===== config.mk =====
export PLATFORM = sky130hd
export DESIGN_NAME = inta_sequencer
export DESIGN_NICKNAME = d
export VERILOG_FILES = /design/src/rtl/pic_pkg.sv /design/src/rtl/bit_to_num.sv /design/src/rtl/inta_sequencer.sv
export SDC_FILE = /design/constraint.sdc
export NUM_CORES = 1
export LEC_CHECK = 0
export CAP_MARGIN = 0
export CORE_MARGIN = 4
export CORE_UTILIZATION = 38
export CTS_CLUSTER_DIAMETER = 200
export DETAILED_ROUTE_END_ITERATION = 8
export PLACE_DENSITY = 0.71
export SETUP_SLACK_MARGIN = 0.5
export SLEW_MARGIN = 15
export SYNTH_ARGS = -nofsm -noshare
export SYNTH_HDL_FRONTEND = slang
export SYNTH_SLANG_ARGS = --single-unit

===== constraint.sdc =====
create_clock -name clk -period 3.4 [get_ports clk]
set_input_delay 0.68 -clock clk [delete_from_list [all_inputs] [get_ports clk]]
set_output_delay 0.68 -clock clk [all_outputs]
set_load 0.02 [all_outputs]

===== src/rtl/pic_pkg.sv =====
// Shared types and helpers for the 8259-compatible PIC blocks.
package pic_pkg;

    // Interrupt-acknowledge sequence states.
    typedef enum logic [2:0] {
        IDLE,
        ARMED,
        ACK1,
        GAP,
        ACK2
    } seq_state_t;

    // IR level, 0..7.
    typedef logic [2:0] level_t;

    // Expand an IR level to its one-hot IRR/ISR bit.
    function automatic logic [7:0] num_to_onehot(input level_t num);
        return 8'b0000_0001 << num;
    endfunction

endpackage


===== src/rtl/bit_to_num.sv =====
// 8-to-3 priority encoder: the lowest set bit (highest IR priority) wins.
module bit_to_num (
    input  logic [7:0] bits,
    output logic [2:0] num,
    output logic       valid
);

    // Scan from IR7 down so the lowest set index is the last to assign.
    always_comb begin
        num   = 3'd0;
        valid = |bits;
        for (int i = 7; i >= 0; i--) begin
            if (bits[i]) num = 3'(i);
        end
    end

endmodule


===== src/rtl/inta_sequencer.sv =====
// Interrupt request / two-pulse INTA acknowledge sequencer.
module inta_sequencer
    import pic_pkg::*;
#(
    parameter int SPURIOUS_LEVEL = 7
) (
    input  logic       clk,
    input  logic       rst_n,
    input  logic       init_reset,
    input  logic [7:0] interrupt_id,
    input  logic [7:0] icw2_vector,
    input  logic       sngl,
    input  logic       sp_en,
    input  logic       aeoi,
    input  logic [7:0] icw3,
    input  logic [2:0] cas_in,
    input  logic       inta_n,
    output logic       int_out,
    output logic       freeze,
    output logic       latch_in_service,
    output logic [7:0] clear_interrupt_request,
    output logic [7:0] end_of_interrupt,
    output logic [7:0] data_out,
    output logic       data_oe,
    output logic [2:0] cas_out,
    output logic       cas_oe
);

    seq_state_t state, state_d;
    level_t     level, level_d;
    logic       inta_q;
    logic       int_d, freeze_d, lis_d, data_oe_d, cas_oe_d;
    logic [7:0] clr_d, eoi_d, data_d;
    logic [2:0] cas_d;
    level_t     enc_num;
    logic       enc_valid;
    level_t     cap_level;
    logic       fall, rise;

    bit_to_num u_enc (
        .bits  (interrupt_id),
        .num   (enc_num),
        .valid (enc_valid)
    );

    assign fall      = inta_q & ~inta_n;
    assign rise      = ~inta_q & inta_n;
    assign cap_level = enc_valid ? enc_num : level_t'(SPURIOUS_LEVEL);

    // INTA edge-detect register; init_reset does not touch the strobe history.
    always_ff @(posedge clk) begin
        if (!rst_n) inta_q <= 1'b1;
        else        inta_q <= inta_n;
    end

    // Next-state and next-output decode; pulse outputs default to 0.
    always_comb begin
        state_d   = state;
        level_d   = level;
        int_d     = int_out;
        freeze_d  = freeze;
        lis_d     = 1'b0;
        clr_d     = 8'h00;
        eoi_d     = 8'h00;
        data_oe_d = data_oe;
        data_d    = data_out;
        cas_d     = cas_out;
        cas_oe_d  = cas_oe;
        unique case (state)
            IDLE: begin
                if (interrupt_id != 8'h00) begin
                    state_d = ARMED;
                    int_d   = 1'b1;
                end
            end
            ARMED: begin
                if (fall) begin
                    state_d  = ACK1;
                    level_d  = cap_level;
                    freeze_d = 1'b1;
                    lis_d    = 1'b1;
                    clr_d    = num_to_onehot(cap_level);
                    // Master steers a cascaded slave for the whole acknowledge.
                    if (!sngl && sp_en && icw3[cap_level]) begin
                        cas_d    = cap_level;
                        cas_oe_d = 1'b1;
                    end
                end else if (interrupt_id == 8'h00) begin
                    state_d = IDLE;
                    int_d   = 1'b0;
                end
            end
            ACK1: begin
                if (rise) state_d = GAP;
            end
            GAP: begin
                if (fall) begin
                    state_d = ACK2;
                    if (sngl || (sp_en ? !icw3[level] : (cas_in == icw3[2:0]))) begin
                        data_oe_d = 1'b1;
                        data_d    = {icw2_vector[7:3], level};
                    end
                end
            end
            ACK2: begin
                if (rise) begin
                    state_d   = IDLE;
                    int_d     = 1'b0;
                    freeze_d  = 1'b0;
                    data_oe_d = 1'b0;
                    data_d    = 8'h00;
                    cas_d     = 3'd0;
                    cas_oe_d  = 1'b0;
                    // An unaddressed slave (data_oe low) must not retire its ISR bit.
                    if (aeoi && (sngl || sp_en || data_oe)) eoi_d = num_to_onehot(level);
                end
            end
            default: state_d = IDLE;
        endcase
    end

    // State and registered outputs; init_reset aborts like a reset.
    always_ff @(posedge clk) begin
        if (!rst_n || init_reset) begin
            state                   <= IDLE;
            level                   <= 3'd0;
            int_out                 <= 1'b0;
            freeze                  <= 1'b0;
            latch_in_service        <= 1'b0;
            clear_interrupt_request <= 8'h00;
            end_of_interrupt        <= 8'h00;
            data_out                <= 8'h00;
            data_oe                 <= 1'b0;
            cas_out                 <= 3'd0;
            cas_oe                  <= 1'b0;
        end else begin
            state                   <= state_d;
            level                   <= level_d;
            int_out                 <= int_d;
            freeze                  <= freeze_d;
            latch_in_service        <= lis_d;
            clear_interrupt_request <= clr_d;
            end_of_interrupt        <= eoi_d;
            data_out                <= data_d;
            data_oe                 <= data_oe_d;
            cas_out                 <= cas_d;
            cas_oe                  <= cas_oe_d;
        end
    end

endmodule


After elaboration in Yosys (flattened, before gate mapping)
Index checks and enable logic that the tools add are counted.

cells by class
  magnitude comparators = 2
  equal/unequal tests = 15
  shift operators = 2
  multiplexer cells = 42
  bitwise gates (word level) = 9
  reductions and logical operators = 26

operators by type and width
  kind                                                         count
  two-way mux 3 bit                                            17
  two-way mux 8 bit                                            3
  inequality test 2 bit (second input constant)                9
  case mux 8 bit (2 select lines)                              1
  << shifter 1 x 3 -> 8 bit (first input constant)             2
  case mux 3 bit (5 select lines)                              1
  two-way mux 1 bit                                            13
  AND reduction 5 bit                                          2
  zero test 8 bit                                              1
  less-than comparator 3 x 4 -> 1 bit (second input constant)  2
  AND reduction 4 bit                                          2
  nonzero test 8 bit                                           1
  OR reduction 8 bit                                           1
  NOT 1 bit                                                    7
  binary-select mux 1 bit (select 3 bit)                       2
  equality test 3 x 2 -> 1 bit (second input constant)         2
  case mux 1 bit (2 select lines)                              3
  case mux 3 bit (2 select lines)                              1
  logical OR 1 bit                                             4
  nonzero test 2 bit                                           2
  OR reduction 4 bit                                           1
  equality test 3 x 1 -> 1 bit (second input constant)         1
  equality test 3 bit                                          1
  equality test 3 bit (second input constant)                  1
  other kinds (11)                                             16

storage, ports and cells
  bits in registers = 39
  input bits = 34
  output and inout bits = 32
  logic and storage cells = 108

Longest topological paths before layout
Gate-level depths: netlist of run 1.

  depth after elaboration = 15
  depth in mapped cells = 9
  depth with buffers taken out = 6

Modules after synthesis
Synthesis of run 1 repeated with hierarchy kept, for this count alone.

unflattened totals
  cells, all modules = 184
  area, all modules = 1,735.4 µm²

by module, submodules not included
  module          instances  cells each  area each (µm²)
  inta_sequencer  1          171         1,654.1
  bit_to_num      1          13          81.3

Least setup slack after synthesis of run 1
OpenSTA, ideal clock, no wires.

  kind = input to register
  from = input interrupt_id[3]
  to = register int_out
  setup time = 0.123 ns
  arrival = 2.539 ns
  required time = 3.277 ns
  slack = 0.738 ns
  stages on the path = 7
  path through = clkbuf_2 > or4_4 > or4_4 > mux2_4 > o22a_1 > o211ai_2 > o31ai_2

between the ends
  word-level cells in the longest chain between the ends = 3
  elaborated cells on any way between the ends = 5
  those cells by class = eq/ne (2); reduce/logical (3)

ends and longest elaborated chain
  element                                                       line                                        text
  from (decl)                                                   inta_sequencer.sv:10                        input logic [7:0] interrupt_id,
  zero test 8 bit / nonzero test 8 bit (equally long branches)  inta_sequencer.sv:88, inta_sequencer.sv:71
  inequality test 2 bit (no line)                               n/a
  AND reduction 5 bit (no line) *                               n/a
  to (signal assigned)                                          inta_sequencer.sv:139                       int_out <= int_d;
  to (decl)                                                     inta_sequencer.sv:18                        output logic int_out,

Every way passes the cells marked *; elsewhere a longest branch is shown, timed or not.
A chain may end at the register's enable or synchronous reset.

Worst setup path in the final report of run 1
  from = input interrupt_id[1]
  to = register int_out

The elaborated chain is that of the path after synthesis.

==> run_results.csv, run 1 <==
group,metric,value,unit
logic_synthesis,ys_seq_elements,39,
logic_synthesis,postSynthAreaPerCell,8.70,µm²
hold_path,worstHoldPathCells,2,
layout,area_delta_synth_final,44.3,%
timing,clock_skew,0.00608,ns
critical_path,cp_max_fo,5,
logic_synthesis,synth.most_common_cell,"dfxtp_1",
clock_network,htree_levels,2,
timing,whs,0.465,ns
layout,final_area,0.00248,mm²
status,outcome,"finished clean",
critical_path,r2r_cells,6,
critical_path,r2r_setup_slack,1.12,ns
layout,multi_input_area,877,µm²
global_route,overflow,0,
layout,final-seq-area,781,µm²
clock_network,clk_pin_slew,0.07,ns
logic_synthesis,yosys.area.top_type_share,0.453,
critical_path,r2r-start,"state[0]$_SDFFE_PP0P_",
layout,n_fill_cell,421,
route,ant_nets,0,
critical_path,arrival,2.98,ns
global_route,grt.total_usage,0.164,
clock_network,cts_inserted_buffers,5,
timing,max_freq,0.355,GHz
clock_network,cts.path.max_buffers,2,
logic_synthesis,synth_top_cell_by_area,"dfxtp_1",
clock_network,cts_tree,"done",
logic_synthesis,synth_cells,198,
floorplan,dieArea,0.00567,mm²
timing,setup_tns,0,ns
floorplan,core_area,0.00438,mm²
timing,final.period_utilization,0.828,
timing,maxSlewHeadroom,0.549,
floorplan,die_h,75.3,µm
power,p_leak,0.872,nW
critical_path,cp-end-kind,"flop",
route,dr_total_vias,1614,
route,vias_per_cell,5.12,
logic_synthesis,ys.flop_type,"dfxtp_1",
logic_synthesis,yosysSeqAreaShare,0.453,
placed_design,place.gp.congestion,0.822,
logic_synthesis,syn_area,0.00172,mm²
logic_synthesis,yosys-top-cells-count,"39 x dfxtp_1, 24 x nor2_1, 20 x nand2_1, 14 x nand3_1",
logic_synthesis,synth-async-reset-ratio,0,
critical_path,setup.worst_path.end,"int_out$_SDFFE_PP0P_",
clock_network,clkLatencyLatePin,0.28,ns
route,drt_wl_total,4.39,mm
placed_design,hpwlAfterDp,3.32,mm
timing,period_minus_slack,2.82,ns
job,maxCapViolCount,0,
hold_path,hold_class,"flop to flop",
logic_synthesis,synth.area.top_cells,"dfxtp_1 45%, nor2_1 5.2%, nand2_1 4.4%",
timing,finalHoldViolations,0,
critical_path,cp-startpoint,"interrupt_id[1]",
route,dr.first_iter.drc_count,128,
global_route,grt_pass1_wl,7.19,mm
critical_path,startpoint_type,"input pin",
timing,slew_viol_final,0,
placed_design,io_buffers,62,
logic_synthesis,syn_nets,232,
critical_path,critPathKind,"input pin to flop",
clock_network,cts_root_buf,"clkbuf_8",
logic_synthesis,synth_cell_type_count,42,
global_route,grt_max_degree,19,
layout,fin_util,0.567,
clock_network,postCtsSetupRepairBufs,0,
timing,tightest_slew,0.674,ns
route,drc_errors,0,
global_route,antenna_found_initial,0,
logic_synthesis,synth_edf_count,0,
floorplan,ios,66,
clock_network,clock-sinks,39,
floorplan,row_count,24,
route,wl_per_cell,13.9,µm
power,vdd_drop_max,0.181,mV
placed_design,place_area,0.00240,mm²
critical_path,rr_endpoint,"cas_out[1]$_SDFFE_PP0P_",
floorplan,die_w,75.3,µm
critical_path,required,3.56,ns
global_route,grt_pass1_vias,1557,
logic_synthesis,ys_warn_count,0,
clock_network,holdBufCountCts,0,
layout,drive_above_1_share,0.0913,
layout,diodes,0,
power,finalPower,867,µW
route,dr.pass1.iters,4,
timing,rsz0062_at_grt,"no",
power,power_density,349,mW/mm²
floorplan,initial_core_util,0.393,
timing,setup_viol,0,
layout,nNetsFinal,296,
clock_network,cts_resized,0,
worst max-delay path, stage by stage:
cell and delay [ns]:
clkdlybuf4s50_1 0.44, or4_4 0.59, or4_4 0.51, mux2_4 0.31, o22a_1 0.22, o211ai_2 0.15, o31ai_2 0.08
placed cells by master (no fill, tap or decap), drive strengths merged, types with 3 or more instances in the layout:
cell type / count
a21oi: 8
buf: 6
clkbuf: 6
clkdlybuf4s50: 62
dfxtp: 39
inv: 3
mux2i: 5
nand2: 20
nand2b: 10
nand3: 14
nor2: 24
nor2b: 5
nor3: 7
nor4: 5
o21ai: 10
o31ai: 3
or3: 4
xor2: 4
per-stage QoR:
stage                     instances  setup WS (ns)
after detailed placement        307          0.288
after global placement          307          0.326
after CTS                       315          0.591
final                           315          0.584
after global routing            315          0.537
after floorplan                 198          0.738
routing by layer:
metal | vias up | part of all wire | wire (µm) | track usage
met2 | 51 | 0.47 | 2080 | 0.251
met3 | 2 | 0.056 | 245 | 0.0396
met4 | 0 | 0.0059 | 26 | 0.0466
met1 | 737 | 0.46 | 2040 | 0.231
li1 | 824 | - | - | -
met5 | - | 0 | 0 | 0
power breakdown:
part	internal [mW]	leakage (nW)	switching, mW
registers	0.460	0.315	0.00377
clock network	0.143	0.0412	0.155
logic	0.0581	0.516	0.0473
worst min-delay path by stage:
| stage | startpoint | to | slack [ns] |
|---|---|---|---|
| 2_1_floorplan | level[2]$_SDFFE_PP0P_ | data_out[2]$_SDFFE_PP0P_ | 0.49 |
| 3_3_place_gp | cas_out[0]$_SDFFE_PP0P_ | cas_out[0]$_SDFFE_PP0P_ | 0.45 |
| 3_5_place_dp | cas_out[1]$_SDFFE_PP0P_ | cas_out[1]$_SDFFE_PP0P_ | 0.45 |
| 4_1_cts | cas_out[0]$_SDFFE_PP0P_ | cas_out[0]$_SDFFE_PP0P_ | 0.47 |
| 5_1_grt | cas_out[0]$_SDFFE_PP0P_ | cas_out[0]$_SDFFE_PP0P_ | 0.49 |
| 6_report | cas_out[0]$_SDFFE_PP0P_ | cas_out[0]$_SDFFE_PP0P_ | 0.47 |
area by class of cell:
cell class,count,share of cell area
clock buffers,6,0.0292
clock inverters,2,0.00504
inverters,3,0.00453
multi-input cells,145,0.353
flip-flops and latches,39,0.314
well taps,52,0.0262
repair buffers,68,0.268
flip-flops by register name (all words and copies together) (netlist names):
| register | count |
|---|---|
| end_of_interrupt | 8 |
| state | 3 |
| int_out | 1 |
| cas_out | 3 |
| clear_interrupt_request | 8 |
| cas_oe | 1 |
| data_out | 8 |
| freeze | 1 |
| latch_in_service | 1 |
| level | 3 |
| data_oe | 1 |
| inta_q | 1 |
cells by family after synthesis:
family | Yosys count | synth area share
xor gates and xnor gates | 4 | 0.0203
buffers and inverters | 14 | 0.0371
muxes | 8 | 0.0640
AOI/OAI and AO/OA | 33 | 0.129
and+or+nand+nor | 100 | 0.297
DFF | 39 | 0.453
Note: power is estimated with default switching activity, not from simulation.
==> inputs of run 2 (changes only) <==
clock period = 2.7 ns   (was 3.4 ns; I/O delays follow)
==> run 2 against run 1 <==
  * Global-route usage grew 1.2 points
  * Register-to-register slack lost 0.50 ns
  * Sequential share of layout area decreased by 2.8 points
  * Hold slack lost 0.0025 ns
  * Via count increased by 5.6%
  * Total power up 31%
  * Cell count is 6.0% higher
  * Sequential cell count unchanged
  * Critical path depth unchanged
  * Core utilization increased by 5.7 points
  * Critical endpoint unchanged
  * Largest cell class unchanged
==> run_results.csv, run 2 (synthesized netlist as in run 1, its figures left out) <==
group,metric,value,unit
layout,n_fill_cell,393,
floorplan,die_h,75.3,µm
status,outcome,"finished clean",
layout,diodes,0,
critical_path,critPathKind,"input pin to flop",
timing,clock_skew,0.00803,ns
floorplan,dieArea,0.00567,mm²
route,dr_total_vias,1704,
power,p_leak,1.02,nW
layout,most-common-layout-cells,"54 x clkdlybuf4s50_1, 37 x dfxtp_1, 23 x buf_4",
critical_path,cp-end-kind,"flop",
job,maxCapViolCount,0,
route,vias_per_cell,5.10,
critical_path,cp-startpoint,"interrupt_id[0]",
power,finalPower,1.14,mW
timing,period_minus_slack,2.23,ns
layout,final-seq-area,783,µm²
floorplan,row_count,24,
clock_network,cts_tree,"done",
global_route,overflow,0,
clock_network,clock-sinks,39,
layout,multi_input_area,971,µm²
floorplan,ios,66,
timing,max_freq,0.448,GHz
clock_network,cts.path.max_buffers,2,
timing,maxSlewHeadroom,0.630,
critical_path,required,2.88,ns
global_route,grt.total_usage,0.176,
placed_design,place.gp.congestion,0.779,
global_route,grt_pass1_wl,7.54,mm
layout,top_regs,"clear_interrupt_request (8), data_out (8), end_of_interrupt (8)",
clock_network,cts_inserted_buffers,5,
critical_path,startpoint_type,"input pin",
critical_path,r2r-start,"state[0]$_SDFFE_PP0P_",
route,dr.first_iter.drc_count,88,
clock_network,clkLatencyLatePin,0.30,ns
critical_path,arrival,2.41,ns
critical_path,r2r_setup_slack,0.62,ns
hold_path,hold_path.startpoint,"cas_oe$_SDFFE_PP0P_",
clock_network,htree_levels,2,
timing,final.period_utilization,0.827,
timing,rsz0062_at_grt,"yes",
hold_path,hold_class,"flop to flop",
timing,slew_viol_final,0,
route,drc_errors,0,
placed_design,hpwlAfterDp,3.48,mm
route,ant_nets,0,
power,vdd_drop_max,0.167,mV
floorplan,die_w,75.3,µm
clock_network,clk_pin_slew,0.08,ns
global_route,antenna_found_initial,0,
timing,setup_viol,0,
layout,drive_above_1_share,0.220,
timing,finalHoldViolations,0,
power,power_density,416,mW/mm²
floorplan,core_area,0.00438,mm²
floorplan,initial_core_util,0.393,
route,dr.pass1.iters,4,
global_route,grt_max_degree,19,
global_route,grt_pass1_vias,1594,
clock_network,cts_root_buf,"clkbuf_8",
layout,nNetsFinal,315,
route,drt_wl_total,4.66,mm
timing,tightest_slew,0.550,ns
placed_design,io_buffers,62,
layout,area_delta_synth_final,58.9,%
timing,setup_tns,0,ns
route,wl_per_cell,13.9,µm
critical_path,cp_max_fo,2,
layout,layout_commonest_cell,"clkdlybuf4s50_1",
## run 2: cell types whose count changed in the layout (fill, tap and decap cells not counted), sizes merged
cell,before,now
clkdlybuf4s50,62,54
clkinvlp,1,2
dlygate4sd2,0,2
dlymetal6s2s,0,2
buf,6,28
clkbuf,6,5
clkdlybuf4s15,0,1
## run 2: per-layer routing
layer | track usage | up-vias | share of wire
li1 | - | 859 | -
met1 | 0.230 | 787 | 0.45
met2 | 0.282 | 53 | 0.48
met3 | 0.0435 | 5 | 0.051
met4 | 0.0641 | 0 | 0.015
met5 | 0 | - | 0
## run 2: layout make-up
cell class                      count  share of cell area
Clock buffer                        5              0.0252
Clock inverter                      3             0.00732
Inverter                            3             0.00412
Multi-Input combinational cell    145               0.355
Sequential cell                    39               0.286
Tap cell                           52              0.0238
Timing Repair Buffer               87               0.298
## run 2: path summary, 6_finish.rpt
path                                   to  cells past startpoint
hold reg to reg       cas_oe$_SDFFE_PP0P_                      2
hold / removal        cas_oe$_SDFFE_PP0P_                      2
setup reg to reg  cas_out[1]$_SDFFE_PP0P_                      7
setup / recovery     int_out$_SDFFE_PP0P_                      7
## run 2: critical path: stages
cell and delay [ns]:
buf_6 0.09, or4_4 0.52, or4_4 0.51, mux2_4 0.31, o22a_1 0.20, o211ai_2 0.16
o31ai_2 0.08
## run 2: metrics by stage
| stage | instances | setup slack (ns) | cell area [µm²] | utilization | hold slack, ns |
|---|---|---|---|---|---|
| floorplan | 198 | 0.197 | 1730 | - | 0.492 |
| global placement | 324 | -0.174 | 2530 | 0.578 | 0.448 |
| detailed placement | 324 | -0.199 | 2530 | 0.578 | 0.446 |
| CTS | 334 | 0.400 | 2700 | 0.615 | 0.462 |
| global route | 334 | 0.433 | 2740 | 0.624 | 0.496 |
| finish | 334 | 0.468 | 2740 | 0.624 | 0.463 |
## run 2: where the power goes
part | internal, mW | switching, mW
registers | 0.579 | 0.00506
clock network | 0.180 | 0.211
logic | 0.0930 | 0.0708
total | 0.852 | 0.287
## run 2: repair_timing
action | CTS | global route
endpoints found under the setup margin | 5 | 4
pin swaps | 7 | 8
gates resized for setup | 31 | 12
hold buffers | 0 | 0
endpoints found under the hold margin | 0 | 0
setup buffers | 2 | 0
cloned | 0 | 0
==> inputs of run 3 (changes only) <==
clock period = 2.33 ns   (was 2.7 ns; I/O delays follow)
==> run 3 against run 2 <==
  * Sequential power increased by 16%
  * Critical endpoint unchanged
  * Die area unchanged
  * Clock power increased by 45%
==> run_results.csv, run 3 (synthesized netlist as in run 1, its figures left out) <==
group,metric,value,unit
power,vdd_drop_max,0.313,mV
critical_path,r2r_setup_slack,0.38,ns
timing,clock_skew,0.00743,ns
power,switching_power,347,µW
route,vias_per_cell,5.22,
critical_path,max_stage_delay,0.53,ns
placed_design,hpwlAfterDp,3.72,mm
job,maxCapViolCount,0,
clock_network,cts_root_buf,"clkbuf_8",
power,p_int,1.10,mW
clock_network,clock-sinks,39,
critical_path,path_cells,"buf_6 > or4_4 > or4_4 > mux2_4 > o22a_1 > o211ai_2 > o31ai_2",
critical_path,required,2.51,ns
critical_path,cp_max_fo,2,
route,dr.pass1.iters,4,
layout,diodes,0,
route,drt_wl_total,5.25,mm
power,p_clk_frac,0.389,
hold_path,hold_class,"input pin to flop",
global_route,antenna_found_initial,0,
timing,maxSlewHeadroom,0.646,
critical_path,worst-path-buf-inv,1,
power,power_frac_comb,0.146,
clock_network,holdBufCountCts,0,
critical_path,cp-end-kind,"flop",
layout,nNetsFinal,330,
global_route,grt_pass1_wl,8.02,mm
power,switching_share,0.239,
route,drc_errors,0,
critical_path,crit_family,"simple AND/OR/NAND/NOR gates",
clock_network,htree_levels,2,
power,p_seq_frac,0.465,
layout,most-common-layout-cells,"46 x clkdlybuf4s50_1, 36 x dfxtp_1, 34 x buf_4",
layout,final_area,0.00293,mm²
critical_path,slowest_stage,"or4_4",
critical_path,startpoint_type,"input pin",
placed_design,io_buffers,62,
clock_network,cts_tree,"done",
layout,top_regs,"clear_interrupt_request (8), data_out (8), end_of_interrupt (8)",
placed_design,place.gp.congestion,0.940,
timing,final.period_utilization,0.919,
global_route,overflow,0,
timing,rsz0062_at_grt,"yes",
route,wl_per_cell,15.0,µm
placed_design,place_area,0.00262,mm²
floorplan,dieArea,0.00567,mm²
clock_network,cts.path.max_buffers,2,
global_route,grt.total_usage,0.190,
critical_path,arrival,2.32,ns
global_route,grt_pass1_vias,1735,
floorplan,ios,66,
route,dr_total_vias,1822,
timing,slew_viol_final,0,
timing,period_minus_slack,2.14,ns
floorplan,die_w,75.3,µm
layout,fin_util,0.668,
clock_network,cts_inserted_buffers,5,
timing,setup_viol,0,
timing,max_freq,0.467,GHz
critical_path,worst_path_most_repeated_cell,"or4_4",
floorplan,initial_core_util,0.393,
layout,drive_above_1_share,0.330,
floorplan,die_h,75.3,µm
floorplan,row_count,24,
layout,layout_commonest_cell,"clkdlybuf4s50_1",
floorplan,core_area,0.00438,mm²
layout,area_delta_synth_final,70.1,%
route,ant_nets,0,
route,dr.first_iter.drc_count,71,
timing,whs,0.412,ns
power,finalPower,1.45,mW
status,outcome,"finished clean",
timing,tightest_slew,0.524,ns
power,p_leak,1.10,nW
clock_network,clk_pin_slew,0.07,ns
timing,finalHoldViolations,0,
clock_network,clkLatencyLatePin,0.30,ns
critical_path,critPathKind,"input pin to flop",
global_route,grt_max_degree,14,
power,power_density,496,mW/mm²
run 3: cell count changes in the layout (fill, tap and decap cells not counted), moves of 5 or more:
cell,previous run,this run
buf_4,23,34
clkdlybuf4s50_1,54,46
nand3_1,14,7
nand3_2,0,7
o21ai_0,10,5
o21ai_1,0,5
run 3: area by class of cell:
class	count	area, µm²
flip-flops and latches	39	787
repair buffers	99	878
multi-input cells	148	1070
inverters	3	11.3
fillers	369	1460
clock buffers	5	68.8
well taps	52	65.1
clock inverters	3	43.8
run 3: timing repair:
action                     4_1_cts  5_1_grt
cloned                           2        1
setup endpoints to repair       15       19
buffers inserted                 3        1
pin swaps                       10        8
gates resized for setup         68       24
run 3: path summary, 6_finish.rpt:
check	start	endpoint	depth (start not counted)
setup / recovery	interrupt_id[2]	int_out$_SDFFE_PP0P_	7
hold / removal	inta_n	inta_q$_SDFF_PN1_	2
setup reg to reg	state[0]$_SDFFE_PP0P_	cas_out[0]$_SDFFE_PP0P_	7
hold reg to reg	data_out[6]$_SDFFE_PP0P_	data_out[6]$_SDFFE_PP0P_	2
run 3: layer usage:
| metal | track usage | up-vias | wire (µm) |
|---|---|---|---|
| met5 | 0 | - | 0 |
| met4 | 0.0951 | 0 | 118 |
| met3 | 0.0396 | 9 | 318 |
| met2 | 0.330 | 62 | 2650 |
| met1 | 0.222 | 855 | 2170 |
| li1 | - | 896 | - |
run 3: through the flow:
step                      setup WS [ns]  setup TNS, ns  instances
after floorplan                 -0.0985        -0.0985        198
after global placement           -0.460          -1.41        334
after detailed placement         -0.478          -1.51        334
after CTS                         0.135              0        347
after global routing              0.155              0        349
final                             0.190              0        349
run 3: power by group through the flow:
stage | clock network [mW] | logic (mW) | registers (mW)
2_1_floorplan | 0 | 0.0731 | 0.693
3_3_place_gp | 0 | 0.188 | 0.690
3_5_place_dp | 0 | 0.189 | 0.690
4_1_cts | 0.576 | 0.202 | 0.675
5_1_grt | 0.607 | 0.228 | 0.675
6_report | 0.565 | 0.212 | 0.675
run 3: worst reg2reg max path, stage by stage (launching register included):
cell,delay (ns)
dfxtp_2,0.34
nor2b_4,0.14
or3b_4,0.41
or3_4,0.35
a2111oi_4,0.28
a31oi_4,0.07
buf_6,0.16
mux2i_1,0.10
